===== src/rtl/mem_arbiter.sv =====
// Arbitrates the single pmem line port between icache and dcache.
// Data cache wins by default; a starve counter forces an icache grant after STARVE_LIMIT D wins.
module mem_arbiter #(
    parameter int LINE_BITS    = 256,
    parameter int STARVE_LIMIT = 4
) (
    input  logic                 clk,
    input  logic                 rst,
    input  logic                 i_read,
    input  logic [31:0]          i_addr,
    output logic [LINE_BITS-1:0] i_rdata,
    output logic                 i_resp,
    input  logic                 d_read,
    input  logic                 d_write,
    input  logic [31:0]          d_addr,
    input  logic [LINE_BITS-1:0] d_wdata,
    output logic [LINE_BITS-1:0] d_rdata,
    output logic                 d_resp,
    output logic                 pmem_read,
    output logic                 pmem_write,
    output logic [31:0]          pmem_address,
    output logic [LINE_BITS-1:0] pmem_wdata,
    input  logic [LINE_BITS-1:0] pmem_rdata,
    input  logic                 pmem_resp
);
    // state   | meaning
    // IDLE    | sample requests, pick a winner and latch its transaction
    // SERVE_I | icache line read in flight on pmem
    // SERVE_D | dcache read or writeback in flight on pmem
    // RESP    | one-cycle completion pulse to the granted requester

    localparam int          OFFSET_BITS = $clog2(LINE_BITS / 8);
    localparam int          CNT_BITS    = $clog2(STARVE_LIMIT + 1);
    localparam logic [31:0] ADDR_MASK   = ~((32'd1 << OFFSET_BITS) - 32'd1);

    typedef enum logic [1:0] {IDLE, SERVE_I, SERVE_D, RESP} state_t;
    typedef enum logic [1:0] {GRANT_NONE, GRANT_I, GRANT_D} grant_t;

    state_t               state;
    state_t               state_next;
    grant_t               grant;
    logic [31:0]          addr_q;
    logic [LINE_BITS-1:0] wdata_q;
    logic [LINE_BITS-1:0] line_buf;
    logic                 write_q;
    logic [CNT_BITS-1:0]  starve_cnt;
    logic                 d_req;
    logic                 starve_hit;
    logic                 serving;

    assign d_req      = d_read | d_write;
    assign starve_hit = (starve_cnt == CNT_BITS'(STARVE_LIMIT));
    assign serving    = (state == SERVE_I) || (state == SERVE_D);

    always_ff @(posedge clk) begin
        if (rst) begin
            state <= IDLE;
        end else begin
            state <= state_next;
        end
    end

    always_comb begin
        state_next = state;
        case (state)
            IDLE: begin
                if (d_req && !(i_read && starve_hit)) begin
                    state_next = SERVE_D;
                end else if (i_read) begin
                    state_next = SERVE_I;
                end
            end
            SERVE_I, SERVE_D: begin
                if (pmem_resp) begin
                    state_next = RESP;
                end
            end
            RESP:    state_next = IDLE;
            default: state_next = IDLE;
        endcase
    end

    // Transaction latch, returned-line buffer and starvation bookkeeping.
    always_ff @(posedge clk) begin
        if (rst) begin
            grant      <= GRANT_NONE;
            addr_q     <= '0;
            wdata_q    <= '0;
            write_q    <= 1'b0;
            line_buf   <= '0;
            starve_cnt <= '0;
        end else begin
            case (state)
                IDLE: begin
                    if (state_next == SERVE_D) begin
                        grant   <= GRANT_D;
                        addr_q  <= d_addr & ADDR_MASK;
                        wdata_q <= d_wdata;
                        write_q <= d_write;
                        if (i_read && !starve_hit) begin
                            starve_cnt <= starve_cnt + CNT_BITS'(1);
                        end
                    end else if (state_next == SERVE_I) begin
                        grant      <= GRANT_I;
                        addr_q     <= i_addr & ADDR_MASK;
                        wdata_q    <= d_wdata;
                        write_q    <= 1'b0;
                        starve_cnt <= '0;
                    end
                end
                SERVE_I, SERVE_D: begin
                    if (pmem_resp) begin
                        line_buf <= pmem_rdata;
                    end
                end
                RESP:    grant <= GRANT_NONE;
                default: ;
            endcase
        end
    end

    always_comb begin
        pmem_read  = 1'b0;
        pmem_write = 1'b0;
        i_resp     = 1'b0;
        d_resp     = 1'b0;
        if (serving) begin
            pmem_read  = !write_q;
            pmem_write = write_q;
        end
        if (state == RESP) begin
            i_resp = (grant == GRANT_I);
            d_resp = (grant == GRANT_D);
        end
    end

    assign pmem_address = addr_q;
    assign pmem_wdata   = wdata_q;
    assign i_rdata      = line_buf;
    assign d_rdata      = line_buf;

endmodule


===== config.mk =====
export PLATFORM = sky130hd
export DESIGN_NAME = mem_arbiter
export DESIGN_NICKNAME = d
export VERILOG_FILES = /design/src/rtl/mem_arbiter.sv
export SDC_FILE = /design/constraint.sdc
export NUM_CORES = 1
export LEC_CHECK = 0
export CAP_MARGIN = 20
export CORE_AREA = 2 2 536 538
export DETAILED_ROUTE_END_ITERATION = 10
export DIE_AREA = 0 0 538 540
export PLACE_DENSITY = 0.3
export SYNTH_ARGS = -nofsm -noshare
export SYNTH_HDL_FRONTEND = slang
export SYNTH_SLANG_ARGS = --single-unit

===== constraint.sdc =====
create_clock -name clk -period 3.4 [get_ports clk]
set_input_delay 0.68 -clock clk [delete_from_list [all_inputs] [get_ports clk]]
set_output_delay 0.68 -clock clk [all_outputs]
set_load 0.02 [all_outputs]

# Yosys cells after proc, flatten, opt, wreduce, memory -nomap -nowiden
# Index checks and enable logic that the tools add are counted.
[totals]
regBits = 552
in_bits = 582
out_inout_bits = 804
elab_cells = 54
[classes]
add_sub_neg = 1
n_eq_ne = 10
n_mux = 20
bitwise = 1
n_reduce_logical = 15
[ops]
columns = ["op", "n"]
rows = [
  ["$mux W256", 2],
  ["$mux W32", 2],
  ["$mux W2", 5],
  ["$mux W3", 3],
  ["$eq A2 B2 Y1 const B", 4],
  ["$eq A2 B1 Y1 const B", 3],
  ["$mux W1", 6],
  ["$pmux W2 S3", 1],
  ["$reduce_and A2 Y1", 3],
  ["$pmux W2 S2", 1],
  ["$reduce_bool A2 Y1", 2],
  ["$add A3 B1 Y3 const B", 1],
  ["$eq A3 B3 Y1 const B", 1],
  ["$logic_and A1 B1 Y1", 3],
  ["$logic_not A1 Y1", 3],
  ["$ne A3 B3 Y1 const B", 1],
  ["$reduce_and A3 Y1", 1],
  ["$logic_not A2 Y1", 1],
  ["$ne A2 B1 Y1 const B", 1],
  ["$reduce_or A2 Y1", 1],
  ["$logic_or A1 B1 Y1", 1],
  ["$or A1 B1 Y1", 1],
]

# Depth between registers and ports, before layout
[depth]
depth_word = 10
depth_mapped = 13
mapped_depth_nobuf = 9

# Worst setup path before layout
# No wires, ideal clock.
[synth_path]
path_type = "register to register"
start = "reg state[0]"
end = "reg wdata_q[199], in the netlist pmem_wdata[199]"
setup_ps = 132
arrival_time_ps = 2228
path_slack_ps = 1040
path_stages_with_launch = 14
n_path_buf = 4
path_cell_list = "dfxtp_1 inv_1 ha_1 clkbuf_2 nand2b_1 o21bai_1 and2_1 ha_1 nand2b_1 buf_2 buf_4 buf_2 nand2_1 a21oi_1"
[synth_via]
elab_chain_cells = 6
word_cells_on_any_way = 14
cone_classes = "eq/ne (5); mux (5); reduce/logical (4)"
[synth_lines]
columns = ["element", "line_no", "text"]
rows = [
  ["start, declared", "39", "state_t state;"],
  ["start signal, assigned", "59", "state <= state_next;"],
  ["$eq A2 B1 Y1 (tied with other cells)", "65", "case (state)"],
  ["$reduce_or A2 Y1 or $mux W2 (tied branches)", "65, 67", ""],
  ["$pmux W2 S3", "65", ""],
  ["$eq A2 B2 Y1 or $eq A2 B1 Y1 (tied branches)", "95, 103", ""],
  ["$reduce_bool A2 Y1 (no source line)", "-", ""],
  ["$reduce_and A2 Y1 (no source line)", "-", ""],
  ["end signal, assigned", "98", "wdata_q <= d_wdata;"],
  ["end signal, assigned", "106", "wdata_q <= d_wdata;"],
  ["end, declared", "43", "logic [LINE_BITS-1:0] wdata_q;"],
]
# Several ways; a longest one is shown, not always the timed one.
# A chain may end at the register's enable or synchronous reset.

# Final worst setup path
[layout_path]
start = "reg state[0]"
end = "out pmem_write"
[layout_via]
elab_chain_cells = 3
word_cells_on_any_way = 4
cone_classes = "eq/ne (2); mux (1); reduce/logical (1)"
[layout_lines]
columns = ["element", "line_no", "text"]
rows = [
  ["$eq A2 B1 Y1 or $eq A2 B2 Y1 (tied branches)", "53", "assign serving = (state == SERVE_I) || (state == SERVE_D);"],
  ["$logic_or A1 B1 Y1 *", "53", ""],
  ["$mux W1 *", "127", "if (serving) begin"],
  ["end, declared", "20", "output logic pmem_write,"],
]
# Every way passes the cells marked *; elsewhere a longest branch is shown, timed or not.

==> metrics.txt <==
layout cell share with drive strength beyond 1 0.0595; post-DR vias/cell a little under 3; #FFs+latches synth ~550; Clock power frac 0.339; area grow syn2layout 90.7%; top cells by count, synth nand2_1 (1031), dfxtp_1 (547), a21oi_1 (516); Syn Area/Cell approximately 7.9 um^2; clk root buf clkbuf_16; die area 291000 um^2; Hold Vio Cnt, Final 0; CP startpoint kind flop; routability congestion estimate approximately 0.81; critical path fanouts, max 5; Tmin final between 3 and 4 ns; part of the power in registers 0.330; initial antenna violation count 41; # rows 196; placed insts about 7500; Clock Sinks around 550; Synth cell types 35; max cap viols 0; largest net degree at the start of global routing 63; sw power just under 9000 uW; dpl cell area 37900 um^2; Post-Route Setup TNS 0 ns; first-pass GRT wire length roughly 200000 um; I/O pin cnt between 1000 and 1500; clock transition at the registers of the reported paths 0.06 ns; Synthesis Warnings 0; Post-synth ARST share 0; Global Route Usage Sum 0.100; Worst Tran Pin Value 0.840 ns; status finished, final reports clean; WP data arrival 2.43 ns; # DRC 0; Detail Route Antenna Nets 0; Synth Flop Type dfxtp_1; 1st-iter DRT viols 1119; fmax about 320 MHz; Post-Syn Instances around 2700; Die Y 540 um; cts hold-fix bufs 0; Synth top area share 0.516; sequential area share after synthesis 0.516; cell area after synthesis 21200 um^2; vias in the first global route 22215; CTS max path bufs 4; GR Overflow Total 0; CP endpoint kind output port; Vias about 22000; Switching Fraction 0.354; final setup fails 0; CTS Buf Count 80; WL/cell 19.9 um; worst setup margin about 0.29 ns; H-tree depth 3; count leader, synth nand2_1; Worst-Skew Late Latency 0.76 ns; Place WS ~0.17 ns; relative slew slack 0.440; worst hold path class in -> reg; CP Data Required Time between 2 and 3 ns; Core ar. 284000 um^2; Setup Crit Path Kind reg -> out; # nets final roughly 4400; CTS tree built; leakage between 0.01 and 0.015 uW; pwr dens 605 nW/um^2; Die Wd around 540 um; fin crit share 0.914; Comb power frac 0.331; Port Buf Inserts about 1400; top post-synthesis cells by area dfxtp_1 (52%), nand2_1 (18%), a21oi_1 (12%); Max VDD drop 287 uV; Post-synth EDFFs 0; drt pass-1 iters 7; dpl hpwl ~130000 um; Final Max Tran Viols 0; P_int about 16000 uW; skew final approximately 0.046 ns; initial core utilization 0.0746; final instance area about 40000 um^2; non-filler cells, final 7619; Detailed Route WL around 150000 um; RSZ-0062 raised after global routing no; Yosys top cell by area dfxtp_1
worst paths after layout:
kind	start	to	slack, ns	depth (start not counted)
setup reg to reg	state[0]$_SDFF_PP0_	pmem_wdata[103]$_SDFFE_PP0P_	0.56	12
hold / removal	rst	d_rdata[180]$_SDFFE_PP0P_	0.38	2
setup / recovery	state[0]$_SDFF_PP0_	pmem_write	0.29	4
hold reg to reg	pmem_wdata[133]$_SDFFE_PP0P_	pmem_wdata[133]$_SDFFE_PP0P_	0.45	2
per-stage QoR:
step / util / hold slack (ns) / total power, uW
2_1_floorplan: - / 0.441 / 11900
3_3_place_gp: 0.133 / 0.442 / 16500
3_5_place_dp: 0.133 / 0.448 / 16500
4_1_cts: 0.142 / 0.326 / 25100
5_1_grt: 0.142 / 0.353 / 25900
6_report: 0.142 / 0.378 / 24500
area by class of cell:
type                       count  area, um^2
antenna                        7        17.5
clock buffer                 120        2280
clock inverter                18         250
fill                       32356      244000
inverter                       8        30.0
multi-input combinational   1679        7420
sequential                   547       11000
tap                         3762        4710
timing repair buffer        1478       14800
layer usage:
metal  track usage  part of all wire  vias up
li1              -                 -    10607
met1         0.112              0.39    10304
met2         0.172              0.48     1037
met3        0.0426              0.10      184
met4        0.0256             0.024       36
met5             0            0.0016        -
power groups by stage:
stage / combinational (uW) / clock [uW] / sequential (uW)
3_3_place_gp: 8330 / 0 / 8210
4_1_cts: 8280 / 8730 / 8130
2_1_floorplan: 2920 / 0 / 8980
6_report: 8090 / 8300 / 8090
5_1_grt: 8740 / 8930 / 8210
3_5_place_dp: 8260 / 0 / 8240
cells by family after synthesis:
kind of cell	synth area share
AND/OR/NAND/NOR	0.195
multiplexers	0.0127
flip-flops	0.516
other	0.000177
adder cells (fa/ha/maj)	0.00412
AO/OA/AOI/OAI	0.135
buffers and inverters	0.137
layout by cell type (no fill, tap or decap), types with 2 or more instances in the layout:
cell	n
clkinv_8	2
buf_4	84
a21oi_1	516
nand3_1	3
clkbuf_8	13
a211oi_1	27
clkbuf_16	80
diode_2	7
ha_1	6
nand2_1	1030
nand4_1	2
clkinv_2	7
clkbuf_1	27
inv_6	2
o221ai_1	2
conb_1	5
nand2b_1	4
dfxtp_1	547
nor2_1	31
and2_4	2
inv_1	8
buf_12	24
clkinvlp_4	2
mux2i_1	27
bufinv_16	4
o311ai_0	2
clkdlybuf4s50_1	1368
o2111ai_1	2
and2_1	2
critical path, stage by stage (launching register included):
cell and delay [ns]:
dfxtp_1 0.38, inv_1 0.06, ha_1 0.43, and2_1 0.16, clkdlybuf4s50_1 0.64
flip-flops by register name (all words and copies together), names as in the netlist:
name,flops
d_rdata,256
pmem_wdata,256
pmem_address,27
starve_cnt,3
grant,2
state,2
write_q,1
repair_timing:
| item | in CTS | in global routing |
|---|---|---|
| setup buffers | 0 | 0 |
| gates resized for setup | 2 | 0 |
| setup endpoints to repair | 1 | 0 |
Power figures use the tool's default switching activity.
